===== config.mk =====
export PLATFORM = sky130hd
export DESIGN_NAME = pc_stack_unit
export DESIGN_NICKNAME = d
export VERILOG_FILES = /design/src/rtl/pc_stack_unit.sv
export SDC_FILE = /design/constraint.sdc
export NUM_CORES = 1
export LEC_CHECK = 0
export CORE_MARGIN = 2
export CORE_UTILIZATION = 50
export DETAILED_ROUTE_END_ITERATION = 10
export PLACE_DENSITY = 0.75
export SETUP_SLACK_MARGIN = 0.02
export SLEW_MARGIN = 40
export SYNTH_ARGS = -nofsm -noshare
export SYNTH_HDL_FRONTEND = slang
export SYNTH_SLANG_ARGS = --single-unit
export TNS_END_PERCENT = 30

===== constraint.sdc =====
create_clock -name clk -period 6.78 [get_ports clk]
set_input_delay 1.017 -clock clk [delete_from_list [all_inputs] [get_ports clk]]
set_output_delay 1.017 -clock clk [all_outputs]
set_load 0.05 [all_outputs]

===== src/rtl/pc_stack_unit.sv =====
// Program counter with call/return stack, halt/resume and sticky stack fault.
// Optional PC-relative branch is enabled by defining PC_REL_BRANCH_EN.
module pc_stack_unit #(
  parameter int ADDR_W = 16,
  parameter int STACK_DEPTH = 4,
  parameter logic [ADDR_W-1:0] RESET_PC = '0,
  localparam int DW = $clog2(STACK_DEPTH + 1)
) (
  input  logic              clk,
  input  logic              reset,
  input  logic              increment,
  input  logic              jump_en,
  input  logic              call_en,
  input  logic              return_en,
  input  logic              halt_req,
  input  logic              resume,
  input  logic [ADDR_W-1:0] target,
  input  logic              branch_en,
  input  logic [ADDR_W-1:0] branch_offset,
  output logic [ADDR_W-1:0] pc,
  output logic              redirect,
  output logic              halted,
  output logic              fault,
  output logic              overflow,
  output logic              underflow,
  output logic              stack_empty,
  output logic              stack_full,
  output logic [DW-1:0]     depth
);
  // state | meaning
  // RUN   | one action per edge by strobe priority
  // HALT  | frozen until resume
  // FAULT | frozen until reset after stack overflow/underflow
  typedef enum logic [1:0] {RUN = 2'd0, HALT = 2'd1, FAULT = 2'd2} state_t;

  localparam int IW = (STACK_DEPTH > 1) ? $clog2(STACK_DEPTH) : 1;

  state_t            state, state_n;
  logic [ADDR_W-1:0] pc_n, pc_inc;
  logic [DW-1:0]     sp, sp_n;
  logic              red_n, ovf_n, unf_n, push_en;
  logic [IW-1:0]     wr_idx, rd_idx;
  logic [ADDR_W-1:0] stack_mem [STACK_DEPTH];

  assign pc_inc      = pc + ADDR_W'(1);
  assign wr_idx      = IW'(sp);
  assign rd_idx      = IW'(sp - DW'(1));
  assign stack_empty = (sp == '0);
  assign stack_full  = (sp == DW'(STACK_DEPTH));
  assign depth       = sp;
  assign halted      = (state == HALT);
  assign fault       = (state == FAULT);

`ifndef PC_REL_BRANCH_EN
  logic unused_branch;
  assign unused_branch = ^{branch_en, branch_offset};
`endif

  always_comb begin
    state_n = state;
    pc_n    = pc;
    sp_n    = sp;
    red_n   = 1'b0;
    ovf_n   = overflow;
    unf_n   = underflow;
    push_en = 1'b0;
    case (state)
      RUN: begin
        if (halt_req) begin
          state_n = HALT;
        end else if (call_en) begin
          if (stack_full) begin
            ovf_n   = 1'b1;
            state_n = FAULT;
          end else begin
            push_en = 1'b1;
            sp_n    = sp + DW'(1);
            pc_n    = target;
            red_n   = 1'b1;
          end
        end else if (return_en) begin
          if (stack_empty) begin
            unf_n   = 1'b1;
            state_n = FAULT;
          end else begin
            sp_n  = sp - DW'(1);
            pc_n  = stack_mem[rd_idx];
            red_n = 1'b1;
          end
        end else if (jump_en) begin
          pc_n  = target;
          red_n = 1'b1;
`ifdef PC_REL_BRANCH_EN
        end else if (branch_en) begin
          pc_n  = pc + branch_offset;
          red_n = 1'b1;
`endif
        end else if (increment) begin
          pc_n = pc_inc;
        end
      end
      HALT: begin
        if (resume) state_n = RUN;
      end
      default: ;
    endcase
  end

  always_ff @(posedge clk) begin
    if (reset) begin
      state     <= RUN;
      pc        <= RESET_PC;
      sp        <= '0;
      redirect  <= 1'b0;
      overflow  <= 1'b0;
      underflow <= 1'b0;
    end else begin
      state     <= state_n;
      pc        <= pc_n;
      sp        <= sp_n;
      redirect  <= red_n;
      overflow  <= ovf_n;
      underflow <= unf_n;
    end
  end

  // Return-address storage is deliberately left uninitialised by reset.
  always_ff @(posedge clk) begin
    if (push_en && !reset) stack_mem[wr_idx] <= pc_inc;
  end

endmodule


# Yosys cells after proc, flatten, opt, wreduce, memory -nomap -nowiden
# Memory sizes are Yosys's and may differ from the RTL's.
# Cells that the tools add are included.
[classes] n_reduce_logical=13 eq_ne=10 bitwise_logic=3 n_addsub=3 mux=27
[ops] cell="two-way mux 16 bit" n=6
[ops] cell="AND reduction 5 bit" n=4
[ops] cell="adder 16 x 1 -> 16 bit, second input constant" n=1
[ops] cell="two-way mux 2 bit" n=6
[ops] cell="two-way mux 3 bit" n=4
[ops] cell="inequality test 4 bit, second input constant" n=3
[ops] cell="two-way mux 1 bit" n=10
[ops] cell="inequality test 2 bit, second input constant" n=3
[ops] cell="one-hot mux 2 bit (2 select lines)" n=1
[ops] cell="AND reduction 4 bit" n=1
[ops] cell="nonzero test 2 bit" n=2
[ops] cell="nonzero test 4 bit" n=1
[ops] cell="adder 3 x 1 -> 3 bit, second input constant" n=1
[ops] cell="== test 3 bit, second input constant" n=1
[ops] cell="zero test 3 bit" n=1
[ops] cell="inequality test 3 bit, second input constant" n=1
[ops] cell="NOT 1 bit" n=3
[ops] cell="OR reduction 3 bit" n=1
[ops] cell="subtractor 3 x 1 -> 3 bit, second input constant" n=1
[ops] cell="== test 2 x 1 -> 1 bit, second input constant" n=1
[ops] cell="== test 2 bit, second input constant" n=1
[ops] cell="zero test 2 bit" n=1
[ops] cell="logical AND 1 bit" n=1
[ops] cell="zero test 1 bit" n=1
[totals] out_inout_bits=26 ff_bits=24 mem_bits_rw=64 word_cells=63 memories=1 input_bits=41
[memory_table] memory="stack_mem" depth=4 width=16 read_ports=1 rd_ports_with_merged_regs=0 write_ports=1 line_no="43" text="logic [ADDR_W-1:0] stack_mem [STACK_DEPTH];"

# Depth between registers and ports, before layout
[depth] ltp_word=8 mapped_depth=10 mapped_depth_nobuf=7

# Worst setup path before layout
# OpenSTA, ideal clock, no wires.
[synth_timing] path_type="register to register" startpoint="reg sp[0] (netlist: depth[0])" endpoint="mem stack_mem[0][0] (enable)" path_buffers=2 required_time_ns=6.406 setup_time_ns=0.374 period_less_slack_ns=3.107 slack_ns=3.673 path_stages_with_launch=8 t_arrival_ns=2.733 cell_sequence="dfxtp_1 buf_2 buf_2 inv_1 ha_1 and2_1 nor3_1 and2_1"
[synth_between] elab_chain_len=8
[synth_lines] element="start, declared" line_no="40" text="logic [DW-1:0] sp, sp_n;"
[synth_lines] element="start signal, assigned" line_no="120" text="sp <= sp_n;"
[synth_lines] element="== test 3 bit" line_no="49" text="assign stack_full = (sp == DW'(STACK_DEPTH));"
[synth_lines] element="named net stack_full" line_no="27" text="output logic stack_full,"
[synth_lines] element="two-way mux 1 bit" line_no="72" text="if (stack_full) begin"
[synth_lines] element="two-way mux 1 bit" line_no="71" text="end else if (call_en) begin"
[synth_lines] element="two-way mux 1 bit" line_no="69" text="if (halt_req) begin"
[synth_lines] element="two-way mux 1 bit" line_no="67" text="case (state)"
[synth_lines] element="logical AND 1 bit" line_no="129" text="if (push_en && !reset) stack_mem[wr_idx] <= pc_inc;"
[synth_lines] element="two-way mux 1 bit" line_no="129"
[synth_lines] element="two-way mux 1 bit (implied by the code)" line_no="129"
[synth_lines] element="end, declared" line_no="43"
# The timed path passes the listed nets, and every way through them passes these cells.

# Final worst setup path
[layout_timing] startpoint="in return_en" endpoint="reg pc[8]"
[layout_between] elab_chain_len=2 elab_cells_between_ends=5 classes_between="eq/ne (1); mux (2); reduce/logical (2)"
[layout_lines] element="start, declared" line_no="14" text="input logic return_en,"
[layout_lines] element="inequality test 3 bit (no source line), or another cell as far along"
[layout_lines] element="AND reduction 5 bit (no source line) / two-way mux 16 bit (equally long branches)"
[layout_lines] element="end signal, assigned" line_no="119" text="pc <= pc_n;"
[layout_lines] element="end, declared" line_no="20" text="output logic [ADDR_W-1:0] pc,"
# Several ways; a longest one is shown, not always the timed one.
# A chain may end at the register's enable or synchronous reset.

==> flow_summary.yaml <==
floorplanning:
  dieArea_um2: 8970
  die_w_um: 94.7
  core.rowCount: 33
  start_util_pct: 50.8
  io_pins: 67
  core_um2: 8090
  chipHeight_um: 94.7
timing:
  setup_viol: 0
  tightest_slew_ns: 0.707
  slew_viol_final: 0
  rsz0062_at_grt: "false"
  setup-tns-final_ns: 0
  hold_viol_final: 0
  slew_headroom_pct: 52.7
  whs_ns: 0.474
  max_freq_mhz: 291
  final.period_utilization_pct: 50.7
  min_period_ns: 3.44
  fin_skew_ns: 0.0110
  setup_slack_ns: 3.34
setup_path:
  critPathLaunch: "return_en"
  critical-path-slowest-cell: "clkdlybuf4s50_1"
  critPathMaxFanout: 15
  critPathCaptureType: "register"
  startpoint_type: "primary input"
  rrSetupSlack_ns: 4.03
  required_ns: 7.04
  worstPathArrival_ns: 3.70
  worstReg2RegStart: "depth[0]"
  r2r-end: "pc[8]"
  worstSetupPathType: "in -> reg"
  slowest_delay_ns: 0.88
  rr_worst_depth: 9
  path_cells: "clkdlybuf4s50_1 -> or2_1 -> nor3_1 -> nor3_2 -> buf_4 -> o21ai_1 -> a221oi_1"
synth:
  synth_edf_count: 64
  post-synth-top-area-fraction_pct: 46.7
  synthFlopType: "edfxtp_1"
  syn_nets: 376
  synth_area_leader_cell: "edfxtp_1"
  synth_area_leaders: "edfxtp_1 47%, dfxtp_1 12%, mux4_2 6.0%, nor2_1 2.6%, mux2i_1 2.2%"
  synth_cell_types: 53
  yosysWarningCount: 0
  yosysSeqAreaShare_pct: 58.4
  ys_seq_elements: 88
  syn_avg_cell_area_um2: 12.5
  async_reset_ff_share_pct: 0
  synth_cells: 329
  netlist_area_um2: 4110
placement:
  io_buffers: 49
  place_ws_ns: 3.02
  dpl_cell_area_um2: 4710
  gp_congestion: 0.884
  dp_hpwl_um: 6470
global_routing:
  grt.total_usage_pct: 22.7
  gr-total-overflow: 0
  grt_max_degree: 29
  grt_pass1_wl_um: 15100
  antenna_found_initial: 0
  grt_pass1_vias: 2870
cells_and_area:
  nFillCells: 646
  layout_commonest_cell: "edfxtp_1"
  diodes: 0
  drive_above_1_share_pct: 12.5
  layout.nets: 425
  fin_area_um2: 4930
  syn2layout_area_growth_pct: 19.8
  layout_common_cells: "64 x edfxtp_1, 49 x clkdlybuf4s50_1, 29 x nor2_1"
min_path:
  min-delay-start: "overflow"
  hold_depth: 2
  hold_end: "overflow"
  min_path_type: "reg -> reg"
detailed_routing:
  initialDrtViolationCount: 329
  num_vias: 2973
  avgRoutedWirePerCell_um: 19.6
  antenna_left: 0
  via_per_inst: 6.09
  drt-total-wl_um: 9580
  drc: 0
  dr.pass1.iters: 5
clock_tree:
  root_buffer: "clkbuf_8"
  post_cts_resized: 0
  cts_max_path_buffers: 2
  cts_setup_buffers: 0
  cts_tree: "built"
  cts_hold_buffers: 0
  cts_made_buffers: 9
  clk_pin_slew_worst_paths_ns: 0.09
  insertion_delay_ns: 0.35
  cts_htree_levels: 3
  clock_sinks: 88
job:
  drv_cap: 0
status:
  status: "finished, final reports clean"
pwr:
  p_per_area_nw_per_um2: 263
  power.leakage_nw: 1.68
  peakVddDrop_uv: 123
  p_total_mw: 1.30
[final cells by class]
cell class,instances,area (um2),share of cell area (%)
flip-flops and latches,88,2400,48.7
multi-input cells,213,1600,32.5
repair buffers,54,528,10.7
clock buffers,11,141,2.87
well taps,105,131,2.67
clock inverters,5,80.1,1.62
inverters,12,45.0,0.914
[synthesized netlist by cell type (all sizes together), types with 2 or more instances]
master / count
a22o: 2
xnor2: 10
a31oi: 6
inv: 12
a21oi: 17
edfxtp: 64
nand2: 16
and2: 6
ha: 6
nand2b: 6
nor3: 11
o221ai: 2
clkbuf: 6
nor2: 29
mux2i: 9
and3: 3
a22oi: 3
dfxtp: 24
nand4: 6
a31o: 3
nor4: 3
a221oi: 3
a211oi: 9
o21ai: 11
xor2: 6
mux2: 2
buf: 10
nand3: 8
nor2b: 2
o22ai: 6
mux4: 11
or3: 2
nand3b: 2
[kinds of logic (layout without fill, tap and decap cells)]
kind of cell	after synthesis	after routing	synth area share [%]
AO/OA/AOI/OAI	71	71	11.9
XOR/XNOR	16	16	3.41
adder cells (fa/ha/maj)	6	6	1.83
buffers and inverters	28	82	2.92
flip-flops	88	88	58.4
multiplexers	22	22	8.76
AND/OR/NAND/NOR	98	98	12.8
[worst max-delay path by stage]
stage	depth (start not counted)	slack, ns	endpoint
after global routing	7	3.19	pc[8]
after CTS	6	3.36	stack_empty
final	7	3.34	pc[8]
after global placement	7	3.06	pc[8]
after detailed placement	7	3.02	pc[8]
after floorplan	7	3.67	stack_mem[0][0]
[through the flow]
stage               utilization, %  cells
global route                  60.9    488
global placement              58.1    472
detailed placement            58.1    472
floorplan                        -    329
CTS                           60.9    488
finish                        60.9    488
[power by group]
group	internal [mW]	switching (mW)	total (mW)
Combinational	0.104	0.164	0.267
Sequential	0.604	0.0250	0.629
Clock	0.217	0.183	0.400
Total	0.925	0.372	1.30
[flip-flops by register name, summed over array words and instances, names as in the netlist]
register,count
pc,16
depth,3
stack_mem,64
state,2
redirect,1
overflow,1
underflow,1
[routing by layer]
metal | vias up | part of all wire (%) | GRT usage, %
li1 | 1360 | - | -
met2 | 143 | 51 | 38.7
met1 | 1451 | 39 | 28.7
met4 | 0 | 2.5 | 10.4
met3 | 19 | 7.3 | 3.51
met5 | - | 0 | 0
[critical path, delay by kind of cell]
| family | cells | cell delay (ns) |
|---|---|---|
| AOI/OAI and AO/OA | 2 | 0.37 |
| and+or+nand+nor | 3 | 1.11 |
| buffers and inverters | 2 | 1.19 |
(Power assumes the default switching activity.)
